==> src/rtl/icache_dm_if.sv <==
`default_nettype none
// ============================================================================
// Module   : icache_dm_if
// Purpose  : Line-refill bus between icache_dm and the instruction memory.
//            One outstanding beat at a time; mem_req_o/mem_addr_o are held
//            by the cache until mem_ack_i returns the beat data.
// Revision : 1.0 - initial release
// ============================================================================
interface icache_dm_if;
  logic        mem_req_o;
  logic [31:0] mem_addr_o;
  logic        mem_ack_i;
  logic [31:0] mem_rdata_i;

  // Cache side issues beats
  modport master (
    output mem_req_o,
    output mem_addr_o,
    input  mem_ack_i,
    input  mem_rdata_i
  );

  // Memory side answers beats
  modport slave (
    input  mem_req_o,
    input  mem_addr_o,
    output mem_ack_i,
    output mem_rdata_i
  );
endinterface
`default_nettype wire

==> src/rtl/icache_dm.sv <==
`default_nettype none
// ============================================================================
// Module   : icache_dm
// Purpose  : Direct-mapped read-only instruction cache. Combinational hit
//            path to the fetch stage; on a miss the pipeline is stalled and a
//            whole line is refilled word by word over icache_dm_if.
//            Optional macro ICACHE_STATS_EN adds hit/miss counters.
// Revision : 1.0 - initial release
// ============================================================================
module icache_dm #(
  parameter int INDEX_BITS  = 4,
  parameter int OFFSET_BITS = 2,
  parameter int TAG_BITS    = 32 - INDEX_BITS - OFFSET_BITS - 2
) (
  input  logic        clk,
  input  logic        rst,
  input  logic        ce_i,
  input  logic [31:0] addr_i,
  input  logic        flush_i,
  output logic [31:0] inst_o,
  output logic        stallreq_o,
  icache_dm_if.master mem
`ifdef ICACHE_STATS_EN
  ,
  output logic [31:0] hit_cnt_o,
  output logic [31:0] miss_cnt_o
`endif
);

  localparam int LINES = 1 << INDEX_BITS;
  localparam int WORDS = 1 << OFFSET_BITS;

  typedef enum logic [1:0] {
    IDLE      = 2'd0,
    REFILL    = 2'd1,
    FILL_DONE = 2'd2
  } state_e;

  // Fetch address fields
  logic [OFFSET_BITS-1:0] w_off;
  logic [INDEX_BITS-1:0]  w_idx;
  logic [TAG_BITS-1:0]    w_tag;
  logic                   unused_addr_lsb;

  assign w_off           = addr_i[OFFSET_BITS+1:2];
  assign w_idx           = addr_i[OFFSET_BITS+INDEX_BITS+1 -: INDEX_BITS];
  assign w_tag           = addr_i[31 -: TAG_BITS];
  assign unused_addr_lsb = ^addr_i[1:0];

  // Storage: only the valid bits carry reset
  logic [31:0]         data_arr [LINES*WORDS];
  logic [TAG_BITS-1:0] tag_arr  [LINES];
  logic [LINES-1:0]    valid_q;

  // Refill control
  state_e                 state_q, state_d;
  logic [OFFSET_BITS-1:0] count_q, count_d;
  logic [TAG_BITS-1:0]    tag_q, tag_d;
  logic [INDEX_BITS-1:0]  idx_q, idx_d;
  logic                   drop_q, drop_d;

  logic w_hit;
  logic w_start;
  logic w_beat;
  logic w_last;
  logic w_fill_valid;

  assign w_hit = ce_i & valid_q[w_idx] & (tag_arr[w_idx] == w_tag) & (state_q == IDLE);

  // Core-facing outputs are forced quiet while reset is asserted
  assign inst_o     = (rst && w_hit) ? data_arr[{w_idx, w_off}] : 32'h0;
  assign stallreq_o = rst & ((state_q != IDLE) | (ce_i & ~w_hit));

  // Beat request is a pure function of the refill registers, so it is
  // naturally stable until the ack advances the word counter
  assign mem.mem_req_o  = (state_q == REFILL);
  assign mem.mem_addr_o = {tag_q, idx_q, count_q, 2'b00};

  // A line that saw a flush at any point of its refill must stay invalid
  assign w_fill_valid = w_last & ~drop_q & ~flush_i;

  // State and refill-control registers
  always_ff @(posedge clk) begin
    if (!rst) begin
      state_q <= IDLE;
      count_q <= '0;
      tag_q   <= '0;
      idx_q   <= '0;
      drop_q  <= 1'b0;
    end else begin
      state_q <= state_d;
      count_q <= count_d;
      tag_q   <= tag_d;
      idx_q   <= idx_d;
      drop_q  <= drop_d;
    end
  end

  // Next-state logic: miss detection, beat sequencing, flush tracking
  always_comb begin
    state_d = state_q;
    count_d = count_q;
    tag_d   = tag_q;
    idx_d   = idx_q;
    drop_d  = drop_q;
    w_start = 1'b0;
    w_beat  = 1'b0;
    w_last  = 1'b0;
    case (state_q)
      IDLE: begin
        if (ce_i && !w_hit) begin
          tag_d   = w_tag;
          idx_d   = w_idx;
          count_d = '0;
          w_start = 1'b1;
          state_d = REFILL;
        end
      end
      REFILL: begin
        if (flush_i) begin
          drop_d = 1'b1;
        end
        if (mem.mem_ack_i) begin
          w_beat  = 1'b1;
          count_d = count_q + 1'b1;
          if (count_q == '1) begin
            w_last  = 1'b1;
            state_d = FILL_DONE;
          end
        end
      end
      FILL_DONE: begin
        // Extra cycle so the IDLE re-lookup reads the freshly written line
        drop_d  = 1'b0;
        state_d = IDLE;
      end
      default: begin
        state_d = IDLE;
      end
    endcase
  end

  // Valid bits: reset and flush clear everything, a clean fill sets one line
  always_ff @(posedge clk) begin
    if (!rst) begin
      valid_q <= '0;
    end else if (flush_i) begin
      valid_q <= '0;
    end else if (w_fill_valid) begin
      valid_q[idx_q] <= 1'b1;
    end
  end

  // Data and tag arrays; a beat landing while reset is asserted is dropped
  always_ff @(posedge clk) begin
    if (rst && w_beat) begin
      data_arr[{idx_q, count_q}] <= mem.mem_rdata_i;
    end
    if (rst && w_last) begin
      tag_arr[idx_q] <= tag_q;
    end
  end

`ifdef ICACHE_STATS_EN
  logic [31:0] hit_cnt_q;
  logic [31:0] miss_cnt_q;

  // Free-running wrap-around statistics, untouched by flush
  always_ff @(posedge clk) begin
    if (!rst) begin
      hit_cnt_q  <= '0;
      miss_cnt_q <= '0;
    end else begin
      if (w_hit) begin
        hit_cnt_q <= hit_cnt_q + 32'd1;
      end
      if (w_start) begin
        miss_cnt_q <= miss_cnt_q + 32'd1;
      end
    end
  end

  assign hit_cnt_o  = hit_cnt_q;
  assign miss_cnt_o = miss_cnt_q;
`endif

endmodule
`default_nettype wire
==> src/flat_wrapper.sv <==
// flat-port wrapper written by rule: the top's interface ports become plain ports
module icache_dm_flat 
#(
  parameter int INDEX_BITS  = 4,
  parameter int OFFSET_BITS = 2,
  parameter int TAG_BITS    = 32 - INDEX_BITS - OFFSET_BITS - 2
)
  (clk, rst, ce_i, addr_i, flush_i, inst_o, stallreq_o, mem_mem_req_o, mem_mem_addr_o, mem_mem_ack_i, mem_mem_rdata_i);
  icache_dm_if mem_i ();
  input  logic clk;
  input  logic rst;
  input  logic ce_i;
  input  logic [31:0] addr_i;
  input  logic flush_i;
  output logic [31:0] inst_o;
  output logic stallreq_o;
  output wire logic [$bits(mem_i.mem_req_o)-1:0] mem_mem_req_o;
  output wire logic [$bits(mem_i.mem_addr_o)-1:0] mem_mem_addr_o;
  input wire logic [$bits(mem_i.mem_ack_i)-1:0] mem_mem_ack_i;
  input wire logic [$bits(mem_i.mem_rdata_i)-1:0] mem_mem_rdata_i;
  assign mem_mem_req_o = mem_i.mem_req_o;
  assign mem_mem_addr_o = mem_i.mem_addr_o;
  assign mem_i.mem_ack_i = mem_mem_ack_i;
  assign mem_i.mem_rdata_i = mem_mem_rdata_i;
  icache_dm #(.INDEX_BITS(INDEX_BITS), .OFFSET_BITS(OFFSET_BITS), .TAG_BITS(TAG_BITS)) u_core (.clk(clk), .rst(rst), .ce_i(ce_i), .addr_i(addr_i), .flush_i(flush_i), .inst_o(inst_o), .stallreq_o(stallreq_o), .mem(mem_i));
endmodule
==> config.mk <==
export PLATFORM = sky130hd
export DESIGN_NAME = icache_dm_flat
export DESIGN_NICKNAME = d
export VERILOG_FILES = /design/src/rtl/icache_dm_if.sv /design/src/rtl/icache_dm.sv /design/src/flat_wrapper.sv
export SDC_FILE = /design/constraint.sdc
export NUM_CORES = 2
export LEC_CHECK = 0
export CAP_MARGIN = 10
export CORE_MARGIN = 10
export CORE_UTILIZATION = 55
export DETAILED_ROUTE_END_ITERATION = 16
export PLACE_DENSITY = 0.75
export RECOVER_POWER = 100
export SYNTH_ARGS = -nofsm -noshare
export SYNTH_HDL_FRONTEND = slang
export SYNTH_SLANG_ARGS = --single-unit
==> constraint.sdc <==
create_clock -name clk -period 4.6 [get_ports clk]
set_input_delay 0.69 -clock clk [delete_from_list [all_inputs] [get_ports clk]]
set_output_delay 0.69 -clock clk [all_outputs]
set_load 0.01 [all_outputs]
==> qor.yml <==
worst_setup_path:
  worst_setup_path_end_kind: "output port"
  crit_path_end: "inst_o[2]"
  crit_family: "compound AO/OA/AOI/OAI gates"
  crit_path_top_delay_cell: "mux4_2"
  cp_num_buf_inv: 3
  r2r_slack_ns: 0.08
  critPathKind: "reg2out"
  arrival_ns: 4.01
  r2r_cells: 7
  cp_slowest_stage_delay_ns: 0.49
  r2r-start: "u_core.state_q[0]$_SDFFE_PN0P_"
  cp-startpoint: "u_core.tag_arr[12][17]$_DFFE_PP_"
  crit_path_start_kind: "flop"
  worstPathCellList: "mux4_2, a22oi_1, nand2_1, xor2_1, a2111o_1, a2111oi_4, nand4_4, buf_12, clkbuf_16, nor2b_2, buf_2"
  r2r_end: "u_core.data_arr[33][27]$_DFFE_PP_"
  crit_fanout: 8
  required_ns: 3.91
  cp.depth: 11
yosys:
  synth_edf_count: 2432
  ys.flop_type: "edfxtp_1"
  netlist_area_mm2: 0.0956
  syn_inst: 4032
  ys_seq_area_share_pct: 77.4
  synth.distinct_cells: 56
  ys_ff_latch: 2481
  ys_async_sr_fraction_pct: 0
  yosysWarnings: 0
  avgSynthCellArea_um2: 23.7
timing:
  tightest_slew_ns: 2.83
  fmax_ghz: 0.213
  finClkSkew_ns: 0.0743
  setup_ws_ns: -0.0950
  rsz0062_at_grt: "true"
  relSlewSlack_pct: -88.8
  period_needed_ns: 4.70
  report.final.slew_viol_count: 2514
  min_period_over_period_pct: 102
  holdWs_ns: 0.171
  setup_viol_count_final: 16
  hold_viol: 0
detailed_routing:
  ant_nets: 0
  wl_met3_um: 23500
  drc: 0
  wl_met2_um: 121000
  first_pass_iters: 8
  vias: 46600
  top_layer_used: "met5"
  wl_per_cell_um: 34.4
  routed_via_density: 6.71
  wirelength_met1_um: 84000
  drtIter0Drc: 5957
  wirelength_um: 239000
cells_and_area:
  syn2layout_area_growth_pct: 13.5
  drive_gt1_share_pct: 30.6
  post-route-cell-area_mm2: 0.109
  n_fill_cell: 11000
  multi_input_area_mm2: 0.0209
  fin_nets: 4493
  register_area_mm2: 0.0740
clocking:
  clock_path_buffers: 3
  cts_root_buf: "clkbuf_16"
  cts_buffers: 231
  clock-sinks: 2481
  cts_tree: "built"
  cts_htree_levels: 4
  clock_latency_ns: 0.88
  cts_hold_buf: 0
  clk_pin_slew_worst_paths_ns: 0.07
global_routing:
  grt_first_pass_wirelength_um: 343000
  grt_max_degree: 77
  track_usage_pct: 24.7
  grt-ovfl-total: 0
  grt_pass1_vias: 47600
  antenna_found_initial: 15
floorplan:
  pin_count: 135
  initial_utilization_pct: 55.5
  die_h_um: 437
  rows: 152
  fp.dieW_um: 437
  fp.dieArea_mm2: 0.191
  core_mm2: 0.172
place:
  place_area_mm2: 0.102
  dpl.hpwl_um: 129000
  port_buffers: 130
  preCtsSetupSlack_ns: -0.194
  routabilityCongestion: 0.803
run_status:
  violations: "capacitance limit, slew limit, setup timing"
  status: "finished, violations left"
power_and_ir_drop:
  finalPower_w: 0.0462
  power_density_mw_per_mm2: 426
  leakagePower_nw: 33.8
  ir_drop_mv: 0.397
job:
  drv_cap: 53
min_path:
  min_path_type: "in2reg"
  hold_depth: 3
==> final cells by class <==
type / instances / area share (%)
flip-flops and latches: 2481 / 68.2
multi-input cells: 1313 / 19.3
clock buffers: 276 / 5.57
repair buffers: 394 / 3.03
well taps: 2310 / 2.66
clock inverters: 156 / 1.26
diodes: 19 / 0.0438
inverters: 2 / 0.00691
==> power breakdown <==
part / switching [W] / internal (W) / total [W]
Clock: 0.00838 / 0.0105 / 0.0188
Combinational: 0.00132 / 0.000999 / 0.00232
Sequential: 0.000135 / 0.0249 / 0.0251
Total: 0.00983 / 0.0364 / 0.0462
==> registers in the layout (all words and copies together) (netlist names) <==
register,count
u_core.count_q,2
u_core.data_arr,2048
u_core.drop_q,1
u_core.idx_q,4
u_core.state_q,2
u_core.tag_arr,384
u_core.tag_q,24
u_core.valid_q,16
==> kinds of logic (layout without fill, tap and decap cells) <==
family	after synthesis	in the layout	share of synthesized area, %
adders and majority gates	1	1	0.0131
xor gates and xnor gates	26	26	0.238
AOI/OAI and AO/OA	79	79	0.583
DFF	2481	2481	77.4
other	1	21	0.00392
buffers and inverters	239	828	1.09
and+or+nand+nor	390	390	2.24
muxes	815	815	18.4
==> how the worst min path moves through the flow <==
stage                                    start  slack [ns]                         endpoint
3_3_place_gp   u_core.valid_q[14]$_SDFFE_PP0P_        0.44  u_core.valid_q[14]$_SDFFE_PP0P_
4_1_cts                                    rst        0.11   u_core.count_q[0]$_SDFFE_PN0P_
2_1_floorplan  u_core.valid_q[10]$_SDFFE_PP0P_        0.43  u_core.valid_q[10]$_SDFFE_PP0P_
5_1_grt                                    rst        0.14   u_core.count_q[0]$_SDFFE_PN0P_
6_report                                   rst        0.17   u_core.count_q[0]$_SDFFE_PN0P_
3_5_place_dp   u_core.valid_q[12]$_SDFFE_PP0P_        0.46  u_core.valid_q[12]$_SDFFE_PP0P_
==> Yosys cell counts, drive strengths merged (5+ instances only) <==
cell    instances  area, um2
nand4          89        563
xor2           20        175
edfxtp       2432      73000
xnor2           6       52.6
nor2b          40        250
o21ai           5       25.0
nor4            5       31.3
nand3          37        185
or2             5       31.3
a21oi          28        140
clkbuf        158        593
and2            7       43.8
nand2          24       90.1
nor2          114        428
nand4b         28        245
nand3b          5       37.5
or3             5       31.3
nand2b         11       68.8
mux2i          55        551
and3            6       37.5
mux4          758      17100
nor3            5       25.0
a22oi          18        135
dfxtp          49        981
buf            79        443
==> stage by stage <==
step | setup TNS, ns | instances | utilization [%]
CTS | -0.250 | 6929 | 63.7
global route | -4.91 | 6945 | 63.0
detailed placement | -3.91 | 6493 | 59.4
global placement | -3.31 | 6493 | 59.4
floorplan | 0 | 4033 | -
finish | -0.825 | 6951 | 63.0
==> metal layers <==
layer | vias up | GRT usage [%]
li1 | 18200 | -
met1 | 24900 | 31.7
met2 | 3001 | 40.5
met3 | 507 | 5.96
met4 | 4 | 10.5
met5 | - | 0
==> what timing repair did <==
item,in CTS,in global routing
buffers inserted,4,1
endpoints found under the setup margin,33,32
gates resized for setup,125,27
pin swaps,4,3
gates cloned,0,2
==> worst reg2reg max path, delay by kind of cell (launching register included) <==
| family | cells | cell delay [ns] |
|---|---|---|
| buffers and inverters | 2 | 1.38 |
| flip-flops | 1 | 0.40 |
| AND/OR/NAND/NOR | 5 | 2.26 |
==> cell usage in the layout, fill, tap and decap left out, types with 20 or more instances in the layout <==
| cell | synthesis | routed |
|---|---|---|
| a21oi_1 | 28 | 28 |
| buf_12 | 2 | 48 |
| buf_2 | 43 | 34 |
| buf_4 | 8 | 109 |
| clkbuf_1 | 158 | 108 |
| clkbuf_16 | 0 | 235 |
| clkbuf_2 | 0 | 59 |
| clkdlybuf4s50_1 | 0 | 26 |
| clkinv_1 | 1 | 65 |
| clkinv_2 | 0 | 45 |
| dfxtp_1 | 49 | 49 |
| dlygate4sd3_1 | 0 | 32 |
| edfxtp_1 | 2432 | 2432 |
| mux2i_1 | 55 | 55 |
| mux4_2 | 758 | 758 |
| nand2_1 | 24 | 24 |
| nand3_1 | 37 | 37 |
| nand4_1 | 88 | 88 |
| nand4b_1 | 28 | 28 |
| nor2_1 | 114 | 79 |
| nor2_4 | 0 | 33 |
| nor2b_1 | 40 | 29 |
| xor2_1 | 20 | 20 |
(Power assumes the default switching activity.)
